File: config.mk
export PLATFORM = sky130hd
export DESIGN_NAME = cache_ctrl
export DESIGN_NICKNAME = d
export VERILOG_FILES = /design/src/rtl/cache_ctrl_pkg.sv /design/src/rtl/cache_ctrl_sat_counter.sv /design/src/rtl/cache_ctrl.sv
export SDC_FILE = /design/constraint.sdc
export NUM_CORES = 1
export LEC_CHECK = 0
export ABC_AREA = 0
export BUFFER_PORTS_ARGS = -buffer_cell sky130_fd_sc_hd__clkbuf_2
export CELL_PAD_IN_SITES_DETAIL_PLACEMENT = 0
export CELL_PAD_IN_SITES_GLOBAL_PLACEMENT = 1
export CORE_ASPECT_RATIO = 1.4
export CORE_MARGIN = 3
export CORE_UTILIZATION = 32
export CTS_CLUSTER_SIZE = 20
export DETAILED_ROUTE_END_ITERATION = 10
export PLACE_DENSITY_LB_ADDON = 0.1
export SYNTH_ARGS = -nofsm -noshare
export SYNTH_HDL_FRONTEND = slang
export SYNTH_SLANG_ARGS = --single-unit
File: constraint.sdc
create_clock -name clk -period 1.9 [get_ports clk]
set_input_delay 0.19 -clock clk [delete_from_list [all_inputs] [get_ports clk]]
set_output_delay 0.19 -clock clk [all_outputs]
set_load 0.03 [all_outputs]
File: src/rtl/cache_ctrl_pkg.sv
// Shared types for the L1 cache sequencing controller: FSM state encoding.
package cache_ctrl_pkg;

  localparam int STATE_W = 3;

  typedef enum logic [STATE_W-1:0] {
    IDLE     = 3'd0,
    LOOKUP   = 3'd1,
    MEM_REQ  = 3'd2,
    MEM_WAIT = 3'd3,
    FILL     = 3'd4,
    RESPOND  = 3'd5
  } state_e;

endpackage

File: src/rtl/cache_ctrl_sat_counter.sv
// Saturating event counter: counts up by one per cycle with inc high, sticks at all-ones.
module sat_counter #(
  parameter int WIDTH = 32
) (
  input  logic             clk,
  input  logic             rst_n,
  input  logic             inc,
  output logic [WIDTH-1:0] count
);

  localparam logic [WIDTH-1:0] ONE = {{(WIDTH-1){1'b0}}, 1'b1};

  logic [WIDTH-1:0] count_q, count_d;

  always_comb begin
    count_d = count_q;
    if (inc && (count_q != '1)) begin
      count_d = count_q + ONE;
    end
  end

  always_ff @(posedge clk or negedge rst_n) begin
    if (!rst_n) begin
      count_q <= '0;
    end else begin
      count_q <= count_d;
    end
  end

  assign count = count_q;

endmodule

File: src/rtl/cache_ctrl.sv
// Direct-mapped write-through L1 sequencing controller (one outstanding core op).
// Optional hit/miss counters are built when CACHE_CTRL_PERF_EN is defined.
module cache_ctrl
  import cache_ctrl_pkg::*;
#(
  parameter int SET_BIT_WIDTH = 2,
  parameter int ADDR_WIDTH    = 32,
  parameter int DATA_WIDTH    = 32
) (
  input  logic                  clk,
  input  logic                  rst_n,
  input  logic                  core_req_valid,
  output logic                  core_req_ready,
  input  logic                  core_req_write,
  input  logic [ADDR_WIDTH-1:0] core_req_addr,
  input  logic [DATA_WIDTH-1:0] core_req_wdata,
  output logic                  core_resp_valid,
  output logic [DATA_WIDTH-1:0] core_resp_rdata,
  output logic                  cache_read_write,
  output logic [ADDR_WIDTH-1:0] cache_inp,
  output logic [DATA_WIDTH-1:0] cache_data_in,
  output logic                  cache_valid_in,
  input  logic                  cache_hit,
  input  logic [DATA_WIDTH-1:0] cache_data_out,
  output logic                  mem_req_valid,
  input  logic                  mem_req_ready,
  output logic                  mem_req_write,
  output logic [ADDR_WIDTH-1:0] mem_req_addr,
  output logic [DATA_WIDTH-1:0] mem_req_wdata,
  input  logic                  mem_resp_valid,
  input  logic [DATA_WIDTH-1:0] mem_resp_rdata
`ifdef CACHE_CTRL_PERF_EN
  ,
  output logic [31:0]           perf_hits,
  output logic [31:0]           perf_misses
`endif
);

  if (SET_BIT_WIDTH < 1 || SET_BIT_WIDTH >= ADDR_WIDTH) begin : g_bad_cfg
    $error("cache_ctrl: SET_BIT_WIDTH must be in [1, ADDR_WIDTH-1]");
  end

  state_e                state_q, state_d;
  logic [ADDR_WIDTH-1:0] addr_q, addr_d;
  logic [DATA_WIDTH-1:0] wdata_q, wdata_d;
  logic [DATA_WIDTH-1:0] rdata_q, rdata_d;
  logic                  write_q, write_d;

  always_comb begin
    state_d          = state_q;
    addr_d           = addr_q;
    wdata_d          = wdata_q;
    rdata_d          = rdata_q;
    write_d          = write_q;
    core_req_ready   = 1'b0;
    core_resp_valid  = 1'b0;
    core_resp_rdata  = '0;
    cache_read_write = 1'b0;
    cache_data_in    = '0;
    mem_req_valid    = 1'b0;
    mem_req_write    = 1'b0;
    mem_req_addr     = '0;
    mem_req_wdata    = '0;

    unique case (state_q)
      IDLE: begin
        core_req_ready = 1'b1;
        if (core_req_valid) begin
          addr_d  = core_req_addr;
          wdata_d = core_req_wdata;
          write_d = core_req_write;
          state_d = LOOKUP;
        end
      end

      LOOKUP: begin
        if (write_q) begin
          // Write-through with no allocate: update the line only if it is already present.
          if (cache_hit) begin
            cache_read_write = 1'b1;
            cache_data_in    = wdata_q;
          end
          state_d = MEM_REQ;
        end else if (cache_hit) begin
          rdata_d = cache_data_out;
          state_d = RESPOND;
        end else begin
          state_d = MEM_REQ;
        end
      end

      MEM_REQ: begin
        mem_req_valid = 1'b1;
        mem_req_write = write_q;
        mem_req_addr  = addr_q;
        mem_req_wdata = write_q ? wdata_q : '0;
        if (mem_req_ready) begin
          state_d = MEM_WAIT;
        end
      end

      MEM_WAIT: begin
        if (mem_resp_valid) begin
          if (write_q) begin
            state_d = RESPOND;
          end else begin
            rdata_d = mem_resp_rdata;
            state_d = FILL;
          end
        end
      end

      FILL: begin
        cache_read_write = 1'b1;
        cache_data_in    = rdata_q;
        state_d          = RESPOND;
      end

      RESPOND: begin
        core_resp_valid = 1'b1;
        core_resp_rdata = write_q ? '0 : rdata_q;
        state_d         = IDLE;
      end

      default: state_d = IDLE;
    endcase
  end

  always_ff @(posedge clk or negedge rst_n) begin
    if (!rst_n) begin
      state_q <= IDLE;
      addr_q  <= '0;
      wdata_q <= '0;
      rdata_q <= '0;
      write_q <= 1'b0;
    end else begin
      state_q <= state_d;
      addr_q  <= addr_d;
      wdata_q <= wdata_d;
      rdata_q <= rdata_d;
      write_q <= write_d;
    end
  end

  assign cache_inp      = addr_q;
  assign cache_valid_in = cache_read_write;

`ifdef CACHE_CTRL_PERF_EN
  logic hit_inc, miss_inc;

  assign hit_inc  = (state_q == LOOKUP) &&  cache_hit;
  assign miss_inc = (state_q == LOOKUP) && !cache_hit;

  sat_counter #(.WIDTH(32)) u_hit_cnt (
    .clk   (clk),
    .rst_n (rst_n),
    .inc   (hit_inc),
    .count (perf_hits)
  );

  sat_counter #(.WIDTH(32)) u_miss_cnt (
    .clk   (clk),
    .rst_n (rst_n),
    .inc   (miss_inc),
    .count (perf_misses)
  );
`endif

endmodule

Word-level counts from Yosys, hierarchy flattened
Index checks and enable logic that the tools add are counted.
{ "totals": {"out_inout_bits": 166, "ff_bits": 100, "elab_cells": 48} }
{ "classes": {"eq_ne": 11, "n_mux": 27, "n_reduce_logical": 5} }
{ "op_table": {"columns": ["cell", "n"], "rows": [
  ["2-to-1 mux 32 bit", 11],
  ["one-hot mux 32 bit (2 select lines)", 2],
  ["2-to-1 mux 3 bit", 5],
  ["one-hot mux 3 bit (5 select lines)", 1],
  ["inequality test 2 bit (second input constant)", 6],
  ["2-to-1 mux 1 bit", 7],
  ["== test 3 x 2 -> 1 bit (second input constant)", 2],
  ["== test 3 bit (second input constant)", 2],
  ["AND reduction 5 bit", 1],
  ["== test 3 x 1 -> 1 bit (second input constant)", 1],
  ["zero test 3 bit", 1],
  ["AND reduction 3 bit", 1],
  ["one-hot mux 1 bit (2 select lines)", 1],
  ["AND reduction 2 bit", 1],
  ["nonzero test 2 bit", 1]
]} }

Longest topological paths before layout
Gate-level depths: netlist of run 1.
{ "depth": {"depth_word": 3, "depth_mapped": 7, "ltp_nobuf": 4} }

Worst setup path after synthesis of run 1
Ideal clock, no wire load.
{ "synth_timing": {"path_type": "register -> register", "startpoint": "register state_q[2]", "endpoint": "register addr_q[10] (netlist: cache_inp[10])", "arrival_time_ns": 2.063, "setup_ns": 0.125, "period_less_slack_ns": 2.187, "stages_incl_launch_ff": 7, "path_buffers": 3, "t_required_ns": 1.775, "path_slack_ns": -0.287, "cell_sequence": "dfrtp_1 buf_2 nor3_1 and2_1 buf_4 buf_6 mux2_2"} }
{ "synth_via": {"elab_chain_len": 2} }
{ "synth_lines": {"columns": ["item", "line", "rtl"], "rows": [
  ["start: declaration", "cache_ctrl.sv:43", "state_e state_q, state_d;"],
  ["start signal: assignment", "cache_ctrl.sv:137", "state_q <= state_d;"],
  ["zero test 3 bit", "cache_ctrl.sv:65", "unique case (state_q)"],
  ["AND reduction 2 bit (no line)", null, null],
  ["end signal: assignment", "cache_ctrl.sv:138", "addr_q <= addr_d;"],
  ["end: declaration", "cache_ctrl.sv:44", "logic [ADDR_WIDTH-1:0] addr_q, addr_d;"]
]} }
Every way passes these cells.
A chain may end at the register's enable or synchronous reset.

Final worst setup path of run 1
{ "layout_timing": {"startpoint": "register state_q[1]", "endpoint": "output port core_resp_rdata[7]"} }
{ "layout_via": {"elab_chain_len": 2} }
{ "layout_lines": {"columns": ["item", "line", "rtl"], "rows": [
  ["== test 3 bit", "cache_ctrl.sv:65", null],
  ["2-to-1 mux 32 bit", "cache_ctrl.sv:65", null],
  ["end: declaration", "cache_ctrl.sv:18", "output logic [DATA_WIDTH-1:0] core_resp_rdata,"]
]} }
Every way passes these cells.

==> results of run 1 <==
-- sequential cells by signal (all words and copies together) (netlist names) --
| register | cells |
|---|---|
| cache_inp | 32 |
| rdata_q | 32 |
| wdata_q | 32 |
| state_q | 3 |
| write_q | 1 |
-- path summary, 6_finish.rpt --
path	startpoint	endpoint	slack [ps]	cells past startpoint
worst max-delay path	state_q[1]$_DFFE_PN0P_	core_resp_rdata[7]	-120	6
worst min-delay path	core_req_addr[4]	cache_inp[4]$_DFFE_PN0P_	80	2
worst max register to register	state_q[0]$_DFFE_PN0P_	cache_inp[29]$_DFFE_PN0P_	110	6
worst min register to register	rdata_q[27]$_DFFE_PN0P_	rdata_q[27]$_DFFE_PN0P_	520	2
max in group asynchronous	rst_n	state_q[2]$_DFFE_PN0P_	790	3
min in group asynchronous	rst_n	rdata_q[19]$_DFFE_PN0P_	390	2
-- layer usage --
| metal | GRT usage (%) | part of all wire [%] |
|---|---|---|
| met1 | 22.3 | 36 |
| met2 | 35.3 | 53 |
| met3 | 5.11 | 8.5 |
| met4 | 4.70 | 1.9 |
| met5 | 0 | 0.11 |
-- placed cells by master, fill, tap and decap left out, types with 2 or more instances in the layout --
cell,instances
and2_1,45
buf_6,9
bufinv_16,2
a21oi_1,2
mux2i_1,33
a22o_1,30
a22o_4,2
nand2_1,33
and2_4,52
dfrtp_1,99
nand2b_1,4
clkbuf_16,12
nor2_1,5
nor3_1,2
buf_8,76
nor3b_4,2
mux2_2,65
o21ai_1,32
clkbuf_2,200
buf_4,16
clkbuf_8,25
buf_12,12
-- cells in the mapped netlist --
master,instances
nand2b_1,5
clkbuf_1,16
a22o_1,32
buf_2,15
mux2_2,65
a31oi_1,1
and2b_1,1
o31ai_1,1
dfrtp_1,100
o22ai_1,1
o32ai_1,1
mux2i_1,33
o21ai_1,32
nor3b_2,2
buf_4,3
or3_1,1
a21oi_1,3
and4b_1,1
nand2_1,33
nor3_1,3
a21boi_0,1
nand3b_1,1
nor2b_1,2
o32a_1,1
and2_1,98
buf_6,5
nand4b_1,1
nor2_1,5
-- logic make-up (layout without fill, tap and decap cells) --
logic type | after synthesis | after routing | synth area share (%)
flops | 100 | 100 | 48.5
compound gates | 73 | 73 | 9.72
simple gates | 153 | 153 | 17.0
mux | 98 | 98 | 20.6
buf+inv | 39 | 358 | 4.15
-- repair_timing --
action / 4_1_cts / 5_1_grt
hold buffers: 1 / 0
endpoints found under the setup margin: 130 / 194
endpoints found under the hold margin: 41 / 0
buffers inserted: 13 / 3
gates resized for setup: 232 / 122
gates cloned: 4 / 3
pin swaps: 26 / 29
-- cell type report --
class	instances	area [µm²]	share of cell area, %
Sequential cell	100	2500	28.6
Clock buffer	11	253	2.89
Multi-Input combinational cell	324	2630	30.0
Timing Repair Buffer	343	3050	34.8
Clock inverter	4	72.6	0.830
Tap cell	196	245	2.80
-- where the power goes --
group / leakage (nW) / switching [mW] / total, mW / internal (mW)
clock network: 0.158 / 0.763 / 1.98 / 1.22
registers: 1.20 / 0.858 / 4.06 / 3.20
logic: 3.09 / 3.65 / 6.80 / 3.14
-- per-stage QoR --
step / util [%] / cell area [µm²] / total power, mW / worst slack [ps]
2_1_floorplan: - / 5200 / 7.91 / 14.7
3_3_place_gp: 44.8 / 7020 / 9.68 / 126
3_5_place_dp: 44.8 / 7020 / 9.79 / 73.6
4_1_cts: 54.3 / 8520 / 12.7 / -120
5_1_grt: 55.8 / 8750 / 13.6 / -191
6_report: 55.8 / 8750 / 12.8 / -120
==> results.cfg, run 1 <==
[placement]
gp_routability_congestion = 0.838
dpl.hpwl_um = 12600
dp.cells = 941
io_buffers = 300

[setup_path]
max_stage_delay_ps = 410
crit_family = simple AND/OR/NAND/NOR gates
critPathSlowestCell = dfrtp_1
endpoint_kind = output port
worst_path_most_repeated_cell = and2_4
cp-start-kind = register
path_buf_inv = 2
cp_max_fo = 5
worstPathArrival_ps = 1830
worstPathRequired_ps = 1710
crit_path_cell_trace = nor2b_2, and2_4, and2b_4, clkbuf_16, and2_4, buf_8
critical_path_class = reg -> out

[power]
p_per_area_nw_per_um2 = 1470
irDropWorstVdd_mv = 0.742
power.leakage_nw = 4.45

[sta]
fin_ws_ps = -120
setup_tns_ps = -6130
whs_ps = 81.1
fmax_mhz = 495
rsz0062_at_grt = yes
finalHoldViolations = 0
tightest_slew_ps = 598
layout_min_cycle_time_ps = 2020
clock_skew_ps = 8.61
report.final.slew_viol_count = 0
min_period_over_period_pct = 106
relSlewSlack_pct = 60.1
setup_viol = 121

[global_route]
grt_max_degree = 52
antenna_found_initial = 1
grt_pass1_vias = 4863
track_usage_pct = 19.3
grt.overflow.total = 0
grt_pass1_wl_um = 26600

[logic_synthesis]
yosysWarnings = 0
yosysSeqAreaShare_pct = 48.5
synth_top_area_share_pct = 48.5
syn-instance-count = 463
ys_seq_elements = 100
syn_avg_cell_area_um2 = 11.1
syn-num-nets = 598
synth.largest_area_cell = dfrtp_1
synth_cell_types = 28
synth_area_leaders = dfrtp_1, mux2_2, and2_1, mux2i_1, a22o_1
syn_area_um2 = 5160

[final_layout]
drive_above_1_share_pct = 62.3
final_cells = 978
syn2layout_area_growth_pct = 69.5
nets = 913
n_antenna_cell = 0
fillers = 1393

[floorplan]
rows = 54
core-area_um2 = 15700
start_util_pct = 32.9
die_w_um = 113
dieArea_um2 = 17700
io_pins = 301
die_y_um = 156

[route]
ant_nets = 0
vias = 4715
drt-vias-per-instance = 4.82
drt_wl_total_um = 17800
drt_first_pass_iters = 5
drt_iter0_drc = 195
route.detailed.drc = 0
wl_per_cell_um = 18.2

[clock_network]
clockRootBuffer = clkbuf_16
clk_pin_slew_ps = 70
clock-sinks = 100
htreeDepth = 3
cts_tree = done
insertion_delay_ps = 340
cts_buffers = 9
clk_path_buf_depth = 2

[flow_run]
drv_cap = 0

[outcome]
status = finished with violations
violations = setup timing

[hold_path]
holdCritPathClass = in -> reg
(Power assumes the default switching activity.)
==> run 2: changes to the inputs <==
--- a/config.mk
+++ b/config.mk
@@ -5,13 +5,12 @@
 export SDC_FILE = /design/constraint.sdc
 export NUM_CORES = 1
 export LEC_CHECK = 0
-export ABC_AREA = 0
 export BUFFER_PORTS_ARGS = -buffer_cell sky130_fd_sc_hd__clkbuf_2
 export CELL_PAD_IN_SITES_DETAIL_PLACEMENT = 0
 export CELL_PAD_IN_SITES_GLOBAL_PLACEMENT = 1
 export CORE_ASPECT_RATIO = 1.4
-export CORE_MARGIN = 3
-export CORE_UTILIZATION = 32
+export CORE_MARGIN = 8
+export CORE_UTILIZATION = 28
 export CTS_CLUSTER_SIZE = 20
 export DETAILED_ROUTE_END_ITERATION = 10
 export PLACE_DENSITY_LB_ADDON = 0.1
==> results.cfg, run 2 (synthesized netlist as in run 1, its figures left out) <==
[outcome]
status = finished with violations
violations = setup timing

[floorplan]
start_util_pct = 28.7
io_pins = 301
die_y_um = 177
core-area_um2 = 18000
dieArea_um2 = 23100
rows = 58
die_w_um = 131

[final_layout]
fin_util_pct = 48.1
layout_common_cells = clkbuf_2, dfrtp_1, buf_6, and2_4, mux2_2
mostFrequentLayoutCell = clkbuf_2
drive_above_1_share_pct = 64.2
nets = 916
syn2layout_area_growth_pct = 67.7
postLayoutCellArea_um2 = 8650

[flow_run]
drv_cap = 0

[global_route]
grt_max_degree = 53
grt.overflow.total = 0
grt_pass1_vias = 5257
track_usage_pct = 16.1
grt_pass1_wl_um = 28800
antenna_found_initial = 1

[sta]
min_period_over_period_pct = 104
rsz0062_at_grt = yes
report.final.slew_viol_count = 0
layout_min_cycle_time_ps = 1970
finalHoldViolations = 0
setup_tns_ps = -3470
tightest_slew_ps = 344
relSlewSlack_pct = 77.0
setup_viol = 89
fmax_mhz = 508
fin_ws_ps = -68.5
clock_skew_ps = 8.11

[clock_network]
cts_tree = done
clock-sinks = 100
cts_buffers = 9
clk_path_buf_depth = 2
insertion_delay_ps = 340
clockRootBuffer = clkbuf_16
htreeDepth = 3
clk_pin_slew_ps = 70

[route]
drt_first_pass_iters = 4
wl_per_cell_um = 19.4
vias = 4824
drt-vias-per-instance = 4.70
drt_iter0_drc = 142
route.detailed.drc = 0
drt_wl_total_um = 19900
ant_nets = 0

[setup_path]
path_buf_inv = 2
crit_family = simple AND/OR/NAND/NOR gates
crit_path_cell_trace = nor2b_4, and2_4, and2b_4, clkbuf_16, and2_4, buf_8
worstPathArrival_ps = 1780
max_stage_delay_ps = 440
endpoint_kind = output port
critical_path_class = reg -> out
cp-start-kind = register
worst_path_most_repeated_cell = and2_4
cp_max_fo = 7
worstPathRequired_ps = 1710
critPathSlowestCell = dfrtp_2

[placement]
placed_area_um2 = 7110
io_buffers = 300
dpl.hpwl_um = 14700
gp_routability_congestion = 0.809

[power]
finalPower_mw = 12.7
p_per_area_nw_per_um2 = 1460
power.leakage_nw = 4.42
irDropWorstVdd_mv = 0.846

[hold_path]
holdCritPathClass = in -> reg
[run 2: cell types whose count changed in the layout (fill, tap and decap cells not counted), moves of 2 or more]
| cell | previous run | this run |
|---|---|---|
| clkinv_4 | 0 | 2 |
| bufinv_16 | 2 | 0 |
| dfrtp_2 | 1 | 3 |
| buf_6 | 9 | 67 |
| and2_4 | 52 | 66 |
| buf_8 | 76 | 37 |
| clkbuf_1 | 0 | 2 |
| and2_1 | 45 | 32 |
| dfrtp_1 | 99 | 97 |
| clkbuf_8 | 25 | 9 |
[run 2: worst paths after layout]
check / from / endpoint / slack, ps / depth (start not counted)
min in group asynchronous: rst_n / rdata_q[17]$_DFFE_PN0P_ / 290 / 2
setup / recovery: state_q[1]$_DFFE_PN0P_ / core_resp_rdata[22] / -70 / 6
hold reg to reg: rdata_q[30]$_DFFE_PN0P_ / rdata_q[30]$_DFFE_PN0P_ / 530 / 2
setup reg to reg: state_q[1]$_DFFE_PN0P_ / cache_inp[25]$_DFFE_PN0P_ / 90 / 6
max in group asynchronous: rst_n / wdata_q[0]$_DFFE_PN0P_ / 1010 / 3
hold / removal: core_req_wdata[30] / wdata_q[30]$_DFFE_PN0P_ / 80 / 2
[run 2: per-stage QoR]
stage / setup WS [ps] / cells / hold slack [ps]
4_1_cts: -109 / 1012 / 62.8
2_1_floorplan: 14.7 / 463 / -106
3_3_place_gp: 149 / 988 / 116
3_5_place_dp: 110 / 988 / 118
5_1_grt: -145 / 1027 / 62.0
6_report: -68.5 / 1027 / 79.4
[run 2: final cells by class]
| cell class | count | area (µm²) |
|---|---|---|
| fillers | 1721 | 9340 |
| flip-flops and latches | 100 | 2510 |
| repair buffers | 346 | 2880 |
| diodes | 1 | 2.50 |
| well taps | 240 | 300 |
| multi-input cells | 324 | 2680 |
| clock inverters | 4 | 33.8 |
| clock buffers | 12 | 246 |
[run 2: routing by layer]
layer / up-vias / part of all wire (%) / global-route usage [%] / routed length (µm)
met5: - / 0 / 0 / 0
met3: 24 / 8.7 / 5.31 / 1730
met1: 2352 / 36 / 17.4 / 7240
met4: 0 / 2.1 / 4.22 / 412
met2: 205 / 53 / 29.0 / 10600
li1: 2243 / - / - / -
[run 2: what timing repair did]
item | CTS | global route
pin swaps | 5 | 19
hold endpoints to repair | 21 | 0
buffers inserted | 5 | 7
hold buffers | 1 | 0
setup endpoints to repair | 132 | 123
gates cloned | 2 | 8
resized for setup | 150 | 243
[run 2: where the power goes]
part	switching, mW	total [mW]	leakage [nW]	internal, mW
sequential	0.913	4.12	1.20	3.20
clock	0.806	1.74	0.133	0.936
combinational	3.70	6.80	3.09	3.10
total	5.42	12.7	4.42	7.24
==> run 3: changes to the inputs <==
==> constraint.sdc (replaced) <==
create_clock -name clk -period 2.1 [get_ports clk]
set_input_delay 0.21 -clock clk [delete_from_list [all_inputs] [get_ports clk]]
set_output_delay 0.21 -clock clk [all_outputs]
set_load 0.03 [all_outputs]
==> results.cfg, run 3 (synthesized netlist as in run 1, its figures left out) <==
[outcome]
status = complete, no violations

[power]
p_per_area_nw_per_um2 = 1390
finalPower_mw = 10.6
power.leakage_nw = 4.08
irDropWorstVdd_mv = 0.699
p_sw_mw = 4.64
seq_power_share_pct = 34.3
intPower_mw = 6.00
pwr-share-comb_pct = 50.6
clkPwrFrac_pct = 15.1
swShare_pct = 43.6

[clock_network]
insertion_delay_ps = 340
clk_path_buf_depth = 2
cts_buffers = 9
clock-sinks = 100
clk_pin_slew_ps = 70
htreeDepth = 3
clockRootBuffer = clkbuf_16
cts_tree = done

[global_route]
grt_pass1_wl_um = 28200
antenna_found_initial = 0
grt.overflow.total = 0
track_usage_pct = 15.7
grt_pass1_vias = 4953
grt_max_degree = 48

[final_layout]
mostFrequentLayoutCell = clkbuf_2
drive_above_1_share_pct = 54.8
syn2layout_area_growth_pct = 48.7
postLayoutCellArea_um2 = 7670
n_antenna_cell = 0
layout_common_cells = clkbuf_2, dfrtp_1, and2_1, mux2_2, buf_4
fin_util_pct = 42.6
nets = 905

[sta]
whs_ps = 99.1
report.final.slew_viol_count = 0
min_period_over_period_pct = 98.4
finalHoldViolations = 0
setup_viol = 0
layout_min_cycle_time_ps = 2070
rsz0062_at_grt = yes
relSlewSlack_pct = 76.1
clock_skew_ps = 8.34
fmax_mhz = 484
fin_ws_ps = 33.0
tightest_slew_ps = 358

[setup_path]
ff2ff_setup_slack_ps = 280
critPathSlowestCell = dfrtp_2
endpoint_kind = output port
path_buf_inv = 4
worst_path_most_repeated_cell = buf_4
cp-start-kind = register
worstPathRequired_ps = 1890
ff2ff_path_depth = 5
worstPathArrival_ps = 1860
critical_path_class = reg -> out
max_stage_delay_ps = 460
reg2reg_from = state_q[2]$_DFFE_PN0P_
crit_path_cell_trace = buf_4, nor3b_4, buf_4, clkbuf_16, a22o_1, clkbuf_4
r2r-end = wdata_q[3]$_DFFE_PN0P_
crit_family = buffers and inverters
cp_max_fo = 8

[flow_run]
drv_cap = 0

[route]
route.detailed.drc = 0
wl_per_cell_um = 18.7
drt_wl_total_um = 19000
ant_nets = 0
drt-vias-per-instance = 4.51
drt_iter0_drc = 162
vias = 4579
drt_first_pass_iters = 6

[hold_path]
min-delay-start = core_req_addr[29]
hold_end = cache_inp[29]$_DFFE_PN0P_
worstHoldPathCells = 2
holdCritPathClass = in -> reg

[placement]
place_ws_ps = 207
dpl.hpwl_um = 14700
gp_routability_congestion = 0.777
placed_area_um2 = 6960
io_buffers = 300

[floorplan]
io_pins = 301
dieArea_um2 = 23100
start_util_pct = 28.7
die_y_um = 177
rows = 58
die_w_um = 131
core-area_um2 = 18000
==> run 3: cell types whose count changed in the layout (fill, tap and decap cells not counted), moves of 8 or more <==
cell and change:
buf_12 -8, buf_4 +28, and2_4 -64, and2_1 +64, buf_8 -33, buf_6 -51, buf_2 +22, clkbuf_4 +23
clkbuf_2 +17
==> run 3: through the flow <==
stage | setup TNS [ps] | std cells
6_report | 0 | 1015
5_1_grt | -427 | 1015
4_1_cts | -39.1 | 1001
3_5_place_dp | 0 | 984
3_3_place_gp | 0 | 984
2_1_floorplan | 0 | 463
==> run 3: power by group through the flow <==
stage	registers, mW	logic [mW]	clock network, mW
floorplan	4.06	3.08	0
CTS	3.67	5.16	1.67
global route	3.82	5.80	1.76
finish	3.65	5.38	1.61
global placement	3.67	5.07	0
detailed placement	3.70	5.13	0
==> run 3: layer usage <==
| layer | track usage, % | routed length [µm] |
|---|---|---|
| met2 | 28.0 | 9790 |
| met3 | 5.58 | 1800 |
| met5 | 0 | 0 |
| met1 | 17.6 | 7250 |
| met4 | 2.83 | 126 |
==> run 3: cell type report <==
| cell class | count | area, µm² |
|---|---|---|
| repair buffers | 335 | 2100 |
| well taps | 240 | 300 |
| clock inverters | 4 | 32.5 |
| flip-flops and latches | 100 | 2500 |
| multi-input cells | 324 | 2480 |
| fillers | 1823 | 10300 |
| clock buffers | 12 | 256 |
==> run 3: what timing repair did <==
item | 4_1_cts | 5_1_grt
setup endpoints to repair | 67 | 128
hold buffers | 1 | 0
gates cloned | 0 | 4
resized for setup | 13 | 190
setup buffers | 0 | 10
hold endpoints to repair | 24 | 0
==> run 3: worst max path at each step <==
stage / endpoint / cells past startpoint / start
3_5_place_dp: cache_data_in[10] / 4 / state_q[2]$_DFFE_PN0P_
6_report: cache_data_in[9] / 6 / state_q[1]$_DFFE_PN0P_
3_3_place_gp: cache_data_in[10] / 4 / state_q[2]$_DFFE_PN0P_
2_1_floorplan: mem_req_wdata[22] / 5 / state_q[0]$_DFFE_PN0P_
4_1_cts: mem_req_wdata[1] / 5 / state_q[0]$_DFFE_PN0P_
5_1_grt: core_resp_rdata[14] / 6 / state_q[0]$_DFFE_PN0P_
==> run 3: worst register-to-register path, delay by kind of cell, from the launching register on <==
| kind | cells | cell delay (ps) |
|---|---|---|
| flip-flops | 1 | 510 |
| buffers and inverters | 2 | 450 |
| multiplexers | 1 | 410 |
| AND/OR/NAND/NOR | 2 | 360 |
